===== config.mk =====
export PLATFORM = sky130hd
export DESIGN_NAME = round_timer
export DESIGN_NICKNAME = d
export VERILOG_FILES = /design/src/rtl/round_timer.sv
export SDC_FILE = /design/constraint.sdc
export NUM_CORES = 1
export LEC_CHECK = 0
export CORE_AREA = 2 2 46 48
export DETAILED_ROUTE_END_ITERATION = 7
export DIE_AREA = 0 0 48 50
export PLACE_DENSITY = 0.77
export SYNTH_ARGS = -nofsm -noshare
export SYNTH_HDL_FRONTEND = slang
export SYNTH_SLANG_ARGS = --single-unit

===== constraint.sdc =====
create_clock -name clk -period 4.5 [get_ports clk]
set_clock_uncertainty 0.1 [all_clocks]
set_input_delay 0.675 -clock clk [delete_from_list [all_inputs] [get_ports clk]]
set_output_delay 0.675 -clock clk [all_outputs]
set_load 0.05 [all_outputs]

===== src/rtl/round_timer.sv =====
// round_timer: BCD countdown timer advanced by rising edges of an
// asynchronous slow tick. Counts down from a loaded two-digit BCD value,
// supports pause, and pulses expired once when the count reaches 00.
//
// Ports:
//   clk                   system clock, rising edge
//   reset                 asynchronous active-high reset
//   tick_in               slow square wave, asynchronous to clk
//   start                 single-cycle load/restart request
//   pause                 level; high freezes counting
//   init_tens, init_ones  BCD start value (digits >9 clamp to 9)
//   tens, ones            registered BCD remaining count
//   state                 encoded FSM state (IDLE/RUN/PAUSED/DONE)
//   running               registered, high only in RUN
//   expired               registered one-cycle pulse on reaching 00
module round_timer #(
  parameter int unsigned SYNC_STAGES = 2
) (
  input  logic       clk,
  input  logic       reset,
  input  logic       tick_in,
  input  logic       start,
  input  logic       pause,
  input  logic [3:0] init_tens,
  input  logic [3:0] init_ones,
  output logic [3:0] tens,
  output logic [3:0] ones,
  output logic [1:0] state,
  output logic       running,
  output logic       expired
);

  localparam logic [1:0] IDLE   = 2'd0;
  localparam logic [1:0] RUN    = 2'd1;
  localparam logic [1:0] PAUSED = 2'd2;
  localparam logic [1:0] DONE   = 2'd3;

  logic [SYNC_STAGES-1:0] r_sync;
  logic                   r_prev;
  logic [1:0]             r_state;
  logic [3:0]             r_tens;
  logic [3:0]             r_ones;
  logic                   r_running;
  logic                   r_expired;

  logic                   w_step;
  logic [3:0]             w_ld_tens;
  logic [3:0]             w_ld_ones;
  logic                   w_ld_zero;
  logic [1:0]             w_nxt_state;
  logic [3:0]             w_nxt_tens;
  logic [3:0]             w_nxt_ones;
  logic                   w_nxt_expired;

  // Synchronizer chain plus previous-sample flop for edge detection.
  always_ff @(posedge clk or posedge reset) begin
    if (reset) begin
      r_sync <= '0;
      r_prev <= 1'b0;
    end else begin
      r_sync <= {r_sync[SYNC_STAGES-2:0], tick_in};
      r_prev <= r_sync[SYNC_STAGES-1];
    end
  end

  // One-cycle step on each synchronized rising edge of tick_in.
  assign w_step = r_sync[SYNC_STAGES-1] & ~r_prev;

  // Load value with each digit clamped to a legal BCD digit.
  assign w_ld_tens = (init_tens > 4'd9) ? 4'd9 : init_tens;
  assign w_ld_ones = (init_ones > 4'd9) ? 4'd9 : init_ones;
  assign w_ld_zero = (w_ld_tens == 4'd0) && (w_ld_ones == 4'd0);

  // Next-state and next-count logic; start has priority in every state.
  always_comb begin
    w_nxt_state   = r_state;
    w_nxt_tens    = r_tens;
    w_nxt_ones    = r_ones;
    w_nxt_expired = 1'b0;
    if (start) begin
      w_nxt_tens = w_ld_tens;
      w_nxt_ones = w_ld_ones;
      if (w_ld_zero) begin
        w_nxt_state   = DONE;
        // Back-to-back zero loads must not stretch the pulse.
        w_nxt_expired = ~r_expired;
      end else begin
        w_nxt_state = RUN;
      end
    end else begin
      case (r_state)
        RUN: begin
          if (pause) begin
            w_nxt_state = PAUSED;
          end else if (w_step) begin
            if ((r_tens == 4'd0) && (r_ones <= 4'd1)) begin
              w_nxt_tens    = 4'd0;
              w_nxt_ones    = 4'd0;
              w_nxt_state   = DONE;
              w_nxt_expired = 1'b1;
            end else if (r_ones == 4'd0) begin
              w_nxt_ones = 4'd9;
              w_nxt_tens = r_tens - 4'd1;
            end else begin
              w_nxt_ones = r_ones - 4'd1;
            end
          end
        end
        PAUSED: begin
          if (!pause) begin
            w_nxt_state = RUN;
          end
        end
        IDLE, DONE: begin
          w_nxt_state = r_state;
        end
        default: begin
          w_nxt_state = IDLE;
        end
      endcase
    end
  end

  // State, count and status registers.
  always_ff @(posedge clk or posedge reset) begin
    if (reset) begin
      r_state   <= IDLE;
      r_tens    <= 4'd0;
      r_ones    <= 4'd0;
      r_running <= 1'b0;
      r_expired <= 1'b0;
    end else begin
      r_state   <= w_nxt_state;
      r_tens    <= w_nxt_tens;
      r_ones    <= w_nxt_ones;
      r_running <= (w_nxt_state == RUN);
      r_expired <= w_nxt_expired;
    end
  end

  assign tens    = r_tens;
  assign ones    = r_ones;
  assign state   = r_state;
  assign running = r_running;
  assign expired = r_expired;

endmodule


==> impl.org, run 1 <==
** Global routing
- The number of antenna violations at the first check in global routing was 0.
- After global routing the overflow that remains totals 0.
- Maximum number of pins on one net before global-route repair :: 22
- Aggregate global-route resource usage :: 17.3%
- The via count of the first global-routing pass was 667.
- The first global-routing pass estimated 2890 µm of wire.

** Yosys
- After technology mapping, the gate count stands at 90.
- Synth Net Count :: 104
- Of all flip-flops after synthesis, the portion carrying an async set or reset was 100%.
- Yosys warnings :: 0
- Dividing the synthesized area by the synthesized cell count gives 9.61 µm².
- For this run, the leading register cell type out of synthesis is dfrtp_1.
- Cell variety after synth :: 35
- Counting flops with a built-in enable in the synthesized netlist gives 0.
- Synthesis inferred 15 register bits.
- The share of the Yosys chip area taken by registers is 43.4%.
- Netlist area before placement :: 865 µm²

** Finish
- The library cell used most frequently in the layout, excluding fill and tap cells, is clkdlybuf4s50_1.
- Inserted Diodes :: 0
- Highest-count cells in the layout ignoring fill and taps :: clkdlybuf4s50_1, dfrtp_1, o21ai_0, nor2_1
- In the final design database the tool counted 131 nets.
- Cell area after layout :: 1160 µm²
- Relative to the synthesized area, the layout overhead comes to 34.0%.
- The layout has 171 filler cells.
- Fraction of layout cells with a size suffix above 1 :: 9.48%

** Clocking
- TritonCTS built the clock tree.
- In this run, CTS created clock tree buffers numbering 3.
- CTS Hold Bufs :: 0
- The clock drives 15 sinks.
- The tree is rooted in a clkbuf_4.
- For the worst-skew pair, the clock arrives at the later sink with an insertion delay of 0.29 ns.
- In this run the post-CTS setup repair buffer count came out at 0.
- After clock tree synthesis, the clock-pin slew on the worst setup and hold paths is 0.09 ns.
- No sink is reached through more buffers than the 2 on the longest clock path.
- Post-cts repair resize count :: 0
- CTS built an H-tree with a depth of 1.

** Floorplanning
- Floorplan die area :: 2400 µm²
- In this run the horizontal extent of the chip is 48 µm.
- Site row count :: 16
- Core footprint :: 1900 µm²
- For this design the top-level I/O count stands at 25.
- Vert. Die Dim :: 50 µm
- Initial core utilization :: 45.5%

** Place
- Post-detailed-placement cell area :: 1130 µm²
- Final weighted congestion of routability-driven global placement :: 0.852
- Post-DP HPWL :: 1430 µm
- Quantity of I/O buffers inserted on ports :: 24
- Timing analysis after detailed placement gives a worst setup slack of 2.06 ns.

** STA
- The count of final hold-check violations was 0.
- Min Clock Period, post-route :: 2.41 ns
- The number of pins with negative max-slew slack in the final report was 0.
- Maximum clock rate :: 0.416 GHz
- Actual slew at the worst max-slew pin :: 0.634 ns
- Measured against its own limit, the worst slew margin works out to 57.6%.
- The final critical path takes up 53.5% of the cycle.
- In the post-route analysis, the smallest setup slack over all paths is 2.09 ns.
- Setup violations remaining at the end of the flow were counted as 0.
- Setup repair after global routing left no endpoint under its margin.
- Setup total negative slack on the finished layout was measured at 0 ns.

** Worst setup path
- Data arrives at the worst endpoint at 1.63 ns.
- Worst path buffer plus inverter count :: 1
- Chain of cells forming the critical path :: clkdlybuf4s50_1
- Required time at the worst-slack endpoint :: 3.72 ns
- On the critical path, the stage with the largest delay is an instance of clkdlybuf4s50_1.
- Of all nets on the critical path, the largest fanout is 7.
- Critical Setup Path Class :: reg2out
- Worst Setup End Kind :: output port
- Delay contributed by the slowest stage of the critical path :: 0.85 ns
- Top cell family by delay on the critical path :: buffers and inverters
- Startpoint class of the critical path :: flop

** Power and ir drop
- Leakage power of the design :: 0.485 nW
- Across the VDD grid, the largest voltage drop is 0.000218 V.
- Power per cell area :: 339 nW/µm²
- Overall power consumption after layout is estimated at 0.000392 W.

** Hold path
- In this run the worst hold path is classified as reg2reg.

** Drt
- The detailed router placed 769 vias in this run.
- Detail Route Antenna Nets :: 0
- Remaining routing DRC violations :: 0
- The first detailed-routing pass took 4 iterations.
- Iteration-0 DRC Markers :: 8
- Dividing the detail-routed via count by the number of cells gives 5.38.
- The final layout contains routed wiring with a total length of 1790 µm.
- After detailed routing, the average wire length per cell comes to 12.5 µm.

** Status
- Run status :: finished clean

** Job
- Max-cap violation count :: 0
sequential cells by signal (all words and copies together) (netlist names):
name	flops
ones	4
tens	4
r_sync	2
state	2
expired	1
r_prev	1
running	1
final cells by class:
type	count	area (µm²)	area share (%)
clock buffer	3	22.5	1.94
clock inverter	1	5.00	0.432
inverter	7	26.3	2.27
multi-input combinational	66	455	39.3
sequential	15	375	32.4
tap	27	33.8	2.92
timing repair buffer	24	240	20.7
layer usage:
metal	up-vias	share of wire [%]	wire length, µm	track usage, %
met5	-	0	0	0
li1	384	-	-	-
met4	0	1.7	31	9.46
met3	4	6.3	113	2.20
met1	350	41	744	21.1
met2	31	50	903	28.0
synth_stat cells, drive strengths merged (2+ instances only):
library cell / instances / area share (%)
dfrtp: 15 / 43
o21ai: 10 / 5.8
nor2: 8 / 3.5
inv: 7 / 3.0
nand2: 7 / 3.0
a31oi: 5 / 3.6
mux2i: 4 / 4.6
nor4: 4 / 2.9
or2: 3 / 2.5
maj3: 2 / 2.3
nor2b: 2 / 1.4
o21a: 2 / 1.7
where the power goes:
part | switching [W] | internal (W) | total, W
Combinational | 0.0000904 | 0.0000584 | 0.000149
Clock | 0.0000438 | 0.0000330 | 0.0000768
Sequential | 0.0000177 | 0.000149 | 0.000167
Total | 0.000152 | 0.000240 | 0.000392
per-stage QoR:
stage / cells / util (%) / hold slack (ns)
2_1_floorplan: 90 / - / 0.231
3_3_place_gp: 139 / 59.5 / 0.236
3_5_place_dp: 139 / 59.5 / 0.235
4_1_cts: 143 / 60.9 / 0.257
5_1_grt: 143 / 60.9 / 0.265
6_report: 143 / 60.9 / 0.255
path summary, 6_finish.rpt:
check | startpoint | endpoint | slack [ns] | cells after the start
min | r_sync[0] | r_sync[1] | 0.25 | 0
min reg2reg | r_sync[0] | r_sync[1] | 0.25 | 0
max reg2reg | tens[0] | tens[0] | 2.51 | 6
max | ones[1] | ones[1] | 2.09 | 1
max in group asynchronous | reset | ones[0] | 3.30 | 2
min in group asynchronous | reset | state[1] | 0.63 | 2
cells by family (layout without fill, tap and decap cells):
family | count (synthesis) | in the layout | share of synthesized area, %
fa+ha+maj | 3 | 3 | 3.76
buf+inv | 9 | 35 | 3.91
compound gates | 24 | 24 | 17.8
mux | 4 | 4 | 4.63
flops | 15 | 15 | 43.4
simple gates | 35 | 35 | 26.5
Note: power is estimated with default switching activity, not from simulation.
==> inputs of run 2 (changes only) <==
==> config.mk (replaced) <==
export PLATFORM = sky130hd
export DESIGN_NAME = round_timer
export DESIGN_NICKNAME = d
export VERILOG_FILES = /design/src/rtl/round_timer.sv
export SDC_FILE = /design/constraint.sdc
export NUM_CORES = 1
export LEC_CHECK = 0
export CORE_AREA = 2 2 47 49
export DETAILED_ROUTE_END_ITERATION = 7
export DIE_AREA = 0 0 49 51
export PLACE_DENSITY = 0.74
export SYNTH_ARGS = -nofsm -noshare
export SYNTH_HDL_FRONTEND = slang
export SYNTH_SLANG_ARGS = --single-unit
==> constraint.sdc (replaced) <==
create_clock -name clk -period 2.39 [get_ports clk]
set_clock_uncertainty 0.1 [all_clocks]
set_input_delay 0.3585 -clock clk [delete_from_list [all_inputs] [get_ports clk]]
set_output_delay 0.3585 -clock clk [all_outputs]
set_load 0.05 [all_outputs]
==> run 2 against run 1 <==
Compared with the run above:
- global-route usage increased by 0.58 points
- design area increased by 0.76%
- setup slack got worse by 1.8 ns
- cell count increased by 1.4%
- combinational power increased by 91%
- non-clock buffer count increased by 1
- sequential power increased by 88%
- register-to-register slack got worse by 2.2 ns
- largest power group unchanged
- sequential share of layout area decreased by 0.24 points
- critical endpoint unchanged
- critical path type unchanged
- largest cell class unchanged
==> impl.org, run 2 (same netlist as run 1, synthesis figures left out) <==
** Floorplanning
- Number of top-level design ports :: 25 (unchanged)
- The floorplan die height came to 51 µm (+2.0%).
- Core footprint :: 2060 µm² (+8.5%)
- Floorplan die area :: 2500 µm² (+4.1%)
- Die X :: 49 µm (+2.1%)
- Initial core utilization :: 41.9% (-3.6 points)
- Site row count :: 17 (+1)

** STA
- Based on the critical path, the design can be clocked at up to 0.475 GHz.
- The actual transition at the worst max-transition pin was 0.583 ns (-0.0513 ns).
- After layout, the minimum clock period comes to 2.11 ns.
- Slew HR :: 61.1% (+3.5 points)
- Final Worst Setup Slack :: 0.285 ns (-1.81 ns)
- Count of final setup violators :: 0 (unchanged)
- Final Cycle Share :: 88.1%
- The aggregate negative setup slack is 0 ns (unchanged).
- The number of pins with negative max-slew slack in the final report was 0 (unchanged).
- Final count of hold timing violations :: 0 (unchanged)
- Setup repair after global routing left no endpoint under its margin.

** Worst setup path
- STA classifies the critical path endpoint as an output port.
- Required time at the worst-slack endpoint :: 1.93 ns (-1.79 ns)
- The count of buffer and inverter cells on the critical path was 1 (unchanged).
- Master of the slowest instance on the critical path :: clkdlybuf4s50_1
- End of the critical path :: ones[1]
- Length in cells of the worst reg-to-reg path :: 6 (unchanged)
- Critical Setup Path Class :: reg2out
- The endpoint identified for the worst register-to-register timing path is tens[0].
- Traced cell by cell, the critical path runs through clkdlybuf4s50_1.
- The kind of cell with the highest combined delay along the critical path is buffers and inverters.
- Startpoint of the worst register-to-register path :: tens[0]
- The worst stage delay on the critical path came to 0.86 ns (about the same).
- STA classifies the critical path startpoint as a flop.
- The largest driver fanout on the critical path is 7 (unchanged).
- The flop-to-flop setup slack was 0.33 ns (-2.18 ns).
- Crit path DAT :: 1.65 ns (+0.02 ns)
- The critical path starts at ones[1].
- The cell depth of the worst setup path came to 1 (unchanged).

** Power and ir drop
- The leakage power is 0.490 nW (+0.99%).
- Power per cell area :: 643 nW/µm² (+90%)
- Maximum resistive drop on vdd :: 0.000452 V (+110%)

** Status
- Run status :: finished clean

** Place
- The worst slack after detailed placement is 0.363 ns (-1.69 ns).
- Final weighted congestion of routability-driven global placement :: 0.859 (+0.79%)
- Quantity of I/O buffers inserted on ports :: 24 (unchanged)
- Post-DP HPWL :: 1440 µm (+0.82%)

** Drt
- The per-cell routed wire length was 13.5 µm (+7.4%).
- Remaining routing DRC violations :: 0 (unchanged)
- Detail Route Antenna Nets :: 0 (unchanged)
- The detailed router's first-iteration violation count was 17 (+9).
- Total Routed Length :: 1950 µm (+8.9%)
- The per-cell via count in the routed design came to 5.30 (-1.5%).
- Count of vias placed by the detailed router :: 768 (-0.13%)
- DR pass1 iterations :: 4 (unchanged)

** Clocking
- Buffer depth of the longest clock path :: 2 (unchanged)
- Clock tree from TritonCTS :: built
- In this run the clock root is driven by a clkbuf_4.
- Worst-Skew Late Latency :: 0.30 ns (about the same)
- The total CTS buffers came to 3 (unchanged).
- H-tree levels :: 1 (unchanged)
- The number of sinks on the clock net came to 15 (unchanged).
- Setup Fix Bufs, Post-CTS :: 0 (unchanged)
- Post-cts repair resize count :: 0 (unchanged)
- CTS clk-pin slew, worst paths :: 0.09 ns (about the same)
- The hold buffer count at CTS was 0 (unchanged).

** Finish
- The number of filler cells placed in the layout was 197 (+15%).
- The register area is 375 µm² (unchanged).
- The area of the multi-input gates is 455 µm² (unchanged).
- Highest-count cells in the layout ignoring fill and taps :: clkdlybuf4s50_1, dfrtp_1, o21ai_0, nor2_1
- The net total in the final layout came to 132 (+0.76%).
- Relative to the synthesized area, the layout overhead comes to 35.0%.
- The proportion of layout cells with a drive suffix above 1 was 10.3% (+0.77 points).
- The antenna cell count came to 0 (unchanged).
- The library cell used most frequently in the layout, excluding fill and tap cells, is clkdlybuf4s50_1.

** Global routing
- The remaining global-route overflow is 0 (unchanged).
- Aggregate global-route resource usage :: 17.9% (+0.58 points)
- The number of antenna violations at the first check in global routing is 0 (unchanged).
- Wire length of the first global-routing pass :: 3280 µm (+14%)
- The largest net degree at the start of global routing was 16 (-27%).
- Number of global-route vias before repair :: 718 (+7.6%)

** Hold path
- Min-delay worst type :: reg2reg

** Job
- The count of maximum capacitance violations came to 0 (unchanged).
==> run 2: worst min path at each step <==
stage | to | slack (ns) | cells past startpoint | start
6_report | r_sync[1] | 0.27 | 0 | r_sync[0]
5_1_grt | r_sync[1] | 0.29 | 0 | r_sync[0]
4_1_cts | r_sync[1] | 0.28 | 0 | r_sync[0]
3_5_place_dp | r_sync[1] | 0.25 | 0 | r_sync[0]
3_3_place_gp | r_sync[1] | 0.23 | 0 | r_sync[0]
2_1_floorplan | expired | 0.16 | 1 | reset
==> run 2: cell type report <==
| type | count | share of cell area, % |
|---|---|---|
| clock buffers | 3 | 1.93 |
| repair buffers | 25 | 21.2 |
| well taps | 28 | 3.00 |
| multi-input cells | 66 | 39.0 |
| flip-flops and latches | 15 | 32.2 |
| inverters | 7 | 2.25 |
| clock inverters | 1 | 0.429 |
==> run 2: worst reg2reg max path, stage by stage (launching register included) <==
cell and delay, ns:
dfrtp_1 0.41, inv_1 0.12, ha_1 0.27, nor3b_2 0.22, or2b_1 0.23, a31oi_1 0.42, mux2i_1 0.23
==> run 2: per-layer routing <==
layer	track usage, %	share of wire, %	up-vias
li1	-	-	388
met4	14.3	3.7	0
met1	22.3	46	349
met5	0	0	-
met2	27.9	46	24
met3	2.63	4.4	7
==> run 2: per-stage QoR <==
stage	cells	power (W)	hold WS [ns]	area (µm²)	utilization, %
4_1_cts	145	0.000759	0.275	1170	56.6
6_report	145	0.000751	0.269	1170	56.6
3_3_place_gp	141	0.000597	0.231	1140	55.2
3_5_place_dp	141	0.000604	0.253	1140	55.2
2_1_floorplan	90	0.000500	0.160	865	-
5_1_grt	145	0.000790	0.295	1170	56.6
==> run 2: power by group <==
part / internal, W / switching (W) / total, W
clock: 0.0000625 / 0.0000905 / 0.000153
sequential: 0.000280 / 0.0000338 / 0.000314
combinational: 0.000111 / 0.000173 / 0.000284
total: 0.000454 / 0.000297 / 0.000751
==> inputs of run 3 (changes only) <==
--- a/config.mk
+++ b/config.mk
@@ -8,7 +8,10 @@
 export CORE_AREA = 2 2 47 49
 export DETAILED_ROUTE_END_ITERATION = 7
 export DIE_AREA = 0 0 49 51
+export GPL_ROUTABILITY_DRIVEN = 0
+export MAX_ROUTING_LAYER = met4
 export PLACE_DENSITY = 0.74
+export SETUP_SLACK_MARGIN = 0.2
 export SYNTH_ARGS = -nofsm -noshare
 export SYNTH_HDL_FRONTEND = slang
 export SYNTH_SLANG_ARGS = --single-unit
==> run 3 against run 2 <==
Compared with the run above:
- total power is 0.51% lower
- fmax down 0.43%
- first-iteration DRC count is 29% lower
- non-clock buffer count did not move
- cell count unchanged
- critical path depth stayed put
- clock power down 3%
- critical path type unchanged
- combinational power is essentially flat
- design area up 0.11%
- routed wire length rose by 1.1%
- register-to-register slack improved by 0.04 ns
- worst hold slack lost 0.0058 ns
==> impl.org, run 3 (same netlist as run 1, synthesis figures left out) <==
** Clocking
- The number of sinks on the clock net came to 15 (unchanged).
- Buffer depth of the longest clock path :: 2 (unchanged)
- The number of buffers inserted to repair setup after CTS was 0 (unchanged).
- Root Driver :: clkbuf_4
- CTS clk-pin slew, worst paths :: 0.09 ns (about the same)
- Clock tree from TritonCTS :: built
- Number of buffers created by CTS :: 3 (unchanged)
- H-tree levels :: 1 (unchanged)
- The total of cells resized after clock tree synthesis came to 0 (unchanged).
- CTS Hold Bufs :: 0 (unchanged)
- The clock network latency to the later pin of the worst-skew pair came to 0.29 ns (about the same).

** STA
- The number of failing setup endpoints in the final timing report was 0 (unchanged).
- The post-route minimum period was 2.11 ns (+0.00899 ns).
- Maximum clock rate :: 0.473 GHz (-0.43%)
- Sum of negative setup slack :: 0 ns (unchanged)
- The count of final hold-check violations is 0 (unchanged).
- The number of pins with negative max-slew slack in the final report is 0 (unchanged).
- Slew HR :: 60.1% (-0.98 points)
- Unrepaired setup endpoints after global routing :: no
- The actual transition at the worst max-transition pin came to 0.598 ns (+0.0147 ns).
- Hold slack final :: 0.263 ns (-0.00578 ns)
- The final clock period utilization by the worst path came to 88.5% (+0.38 points).

** Power and ir drop
- The portion of total power attributed to combinational logic is 37.7% (about the same).
- Internal :: 0.000454 W (about the same)
- Switching component of the power :: 0.000293 W (-1.3%)
- The fraction of power spent switching nets came to 39.2% (-0.33 points).
- Leakage power of the design :: 0.489 nW (-0.20%)
- The clock network fraction of design power was 19.8% (-0.6 points).
- Power per cell area :: 639 nW/µm² (-0.61%)
- The share of power burned in registers came to 42.6% (+0.8 points).
- Maximum resistive drop on vdd :: 0.000463 V (+2.3%)

** Drt
- The per-cell routed wire length is 13.6 µm (+1.1%).
- The per-cell via count in the routed design came to 5.35 (+1.0%).
- The detailed router's first-iteration violation count is 12 (-5).
- The number of iterations in the first detailed-routing pass was 4 (unchanged).
- The final wirelength came to 1970 µm (+1.1%).
- Count of vias placed by the detailed router :: 776 (+1.0%)
- Remaining routing DRC violations :: 0 (unchanged)
- The number of nets still failing antenna checks after routing was 0 (unchanged).

** Global routing
- Wire length of the first global-routing pass :: 3370 µm (+2.7%)
- Maximum number of pins on one net before global-route repair :: 16 (unchanged)
- Overflow left after global routing :: 0 (unchanged)
- Initial antenna violation count :: 0 (unchanged)
- Aggregate global-route resource usage :: 18.6% (+0.76 points)
- Number of global-route vias before repair :: 762 (+6.1%)

** Hold path
- The worst hold path belongs to the class reg2reg.

** Status
- The flow ran to the end, and the final reports show no timing, DRC or antenna violations.

** Floorplanning
- Floorplan die area :: 2500 µm² (unchanged)
- Number of top-level design ports :: 25 (unchanged)
- Site row count :: 17 (unchanged)
- Core footprint :: 2060 µm² (unchanged)
- Initial core utilization :: 41.9% (unchanged)
- Vert. Die Dim :: 51 µm (unchanged)
- The chip width is 49 µm (unchanged).

** Finish
- Highest-count cells in the layout ignoring fill and taps :: clkdlybuf4s50_1, dfrtp_1, o21ai_0, nor2_1
- The proportion of layout cells with a drive suffix above 1 was 11.1% (+0.85 points).
- Most common cell after layout, fill and taps aside :: clkdlybuf4s50_1
- The area growth from synthesis to layout is 35.2%.
- Number of nets in the layout :: 132 (unchanged)
- Inserted Diodes :: 0 (unchanged)
- The number of filler cells placed in the layout came to 195 (-1.0%).

** Worst setup path
- Crit-path max FO :: 7 (unchanged)
- Critical Setup Path Class :: reg2out
- Top cell family by delay on the critical path :: buffers and inverters
- The critical path goes through clkdlybuf4s50_1.
- The worst setup path is launched from a flop.
- The count of buffer and inverter cells on the critical path is 1 (unchanged).
- Master of the slowest instance on the critical path :: clkdlybuf4s50_1
- STA classifies the critical path endpoint as an output port.
- Minimum setup slack among reg-to-reg paths :: 0.37 ns (+0.04 ns)
- Required time at the worst-slack endpoint :: 1.93 ns (about the same)
- Delay contributed by the slowest stage of the critical path :: 0.87 ns (about the same)
- The arrival time reported for the critical path endpoint is 1.66 ns (about the same).

** Place
- Quantity of I/O buffers inserted on ports :: 24 (unchanged)
- Post-DP HPWL :: 1500 µm (+4.4%)

** Job
- The count of maximum capacitance violations was 0 (unchanged).
## run 3: cell counts in the layout (fill, tap and decap cells not counted)
Identical to the previous run, type by type.
## run 3: path summary, 6_finish.rpt
check | start | end | cells past startpoint
hold / removal | r_sync[0] | r_sync[1] | 0
setup reg to reg | tens[0] | tens[0] | 6
min in group asynchronous | reset | tens[1] | 2
setup / recovery | ones[1] | ones[1] | 1
hold reg to reg | r_sync[0] | r_sync[1] | 0
max in group asynchronous | reset | tens[0] | 2
## run 3: routing by layer
layer  vias up  wire length, µm  GRT usage (%)
met4         0               51           10.0
met2        23              947           30.6
met5         -                0              -
li1        384                -              -
met3         7               97           4.39
met1       362              879           21.3
## run 3: stage by stage
stage | utilization [%] | area (µm²) | worst slack, ns | power [W] | cells
after global placement | 55.3 | 1140 | 0.413 | 0.000598 | 141
after detailed placement | 55.3 | 1140 | 0.369 | 0.000604 | 141
after global routing | 56.6 | 1170 | 0.237 | 0.000792 | 145
after floorplan | - | 866 | 0.304 | 0.000500 | 90
after CTS | 56.6 | 1170 | 0.271 | 0.000752 | 145
final | 56.6 | 1170 | 0.276 | 0.000747 | 145
## run 3: final cells by class
class / instances / area (µm²) / share of cell area [%]
clock inverters: 1 / 5.00 / 0.428
well taps: 28 / 35.0 / 3.00
repair buffers: 25 / 248 / 21.2
flip-flops and latches: 15 / 377 / 32.2
clock buffers: 3 / 22.5 / 1.93
multi-input cells: 66 / 455 / 39.0
inverters: 7 / 26.3 / 2.25
## run 3: power by group through the flow
stage,Combinational (W),Clock [W],Sequential [W]
final,0.000282,0.000148,0.000318
after global routing,0.000301,0.000166,0.000324
after CTS,0.000283,0.000151,0.000318
after detailed placement,0.000281,0,0.000323
after global placement,0.000277,0,0.000321
after floorplan,0.0000989,0,0.000401
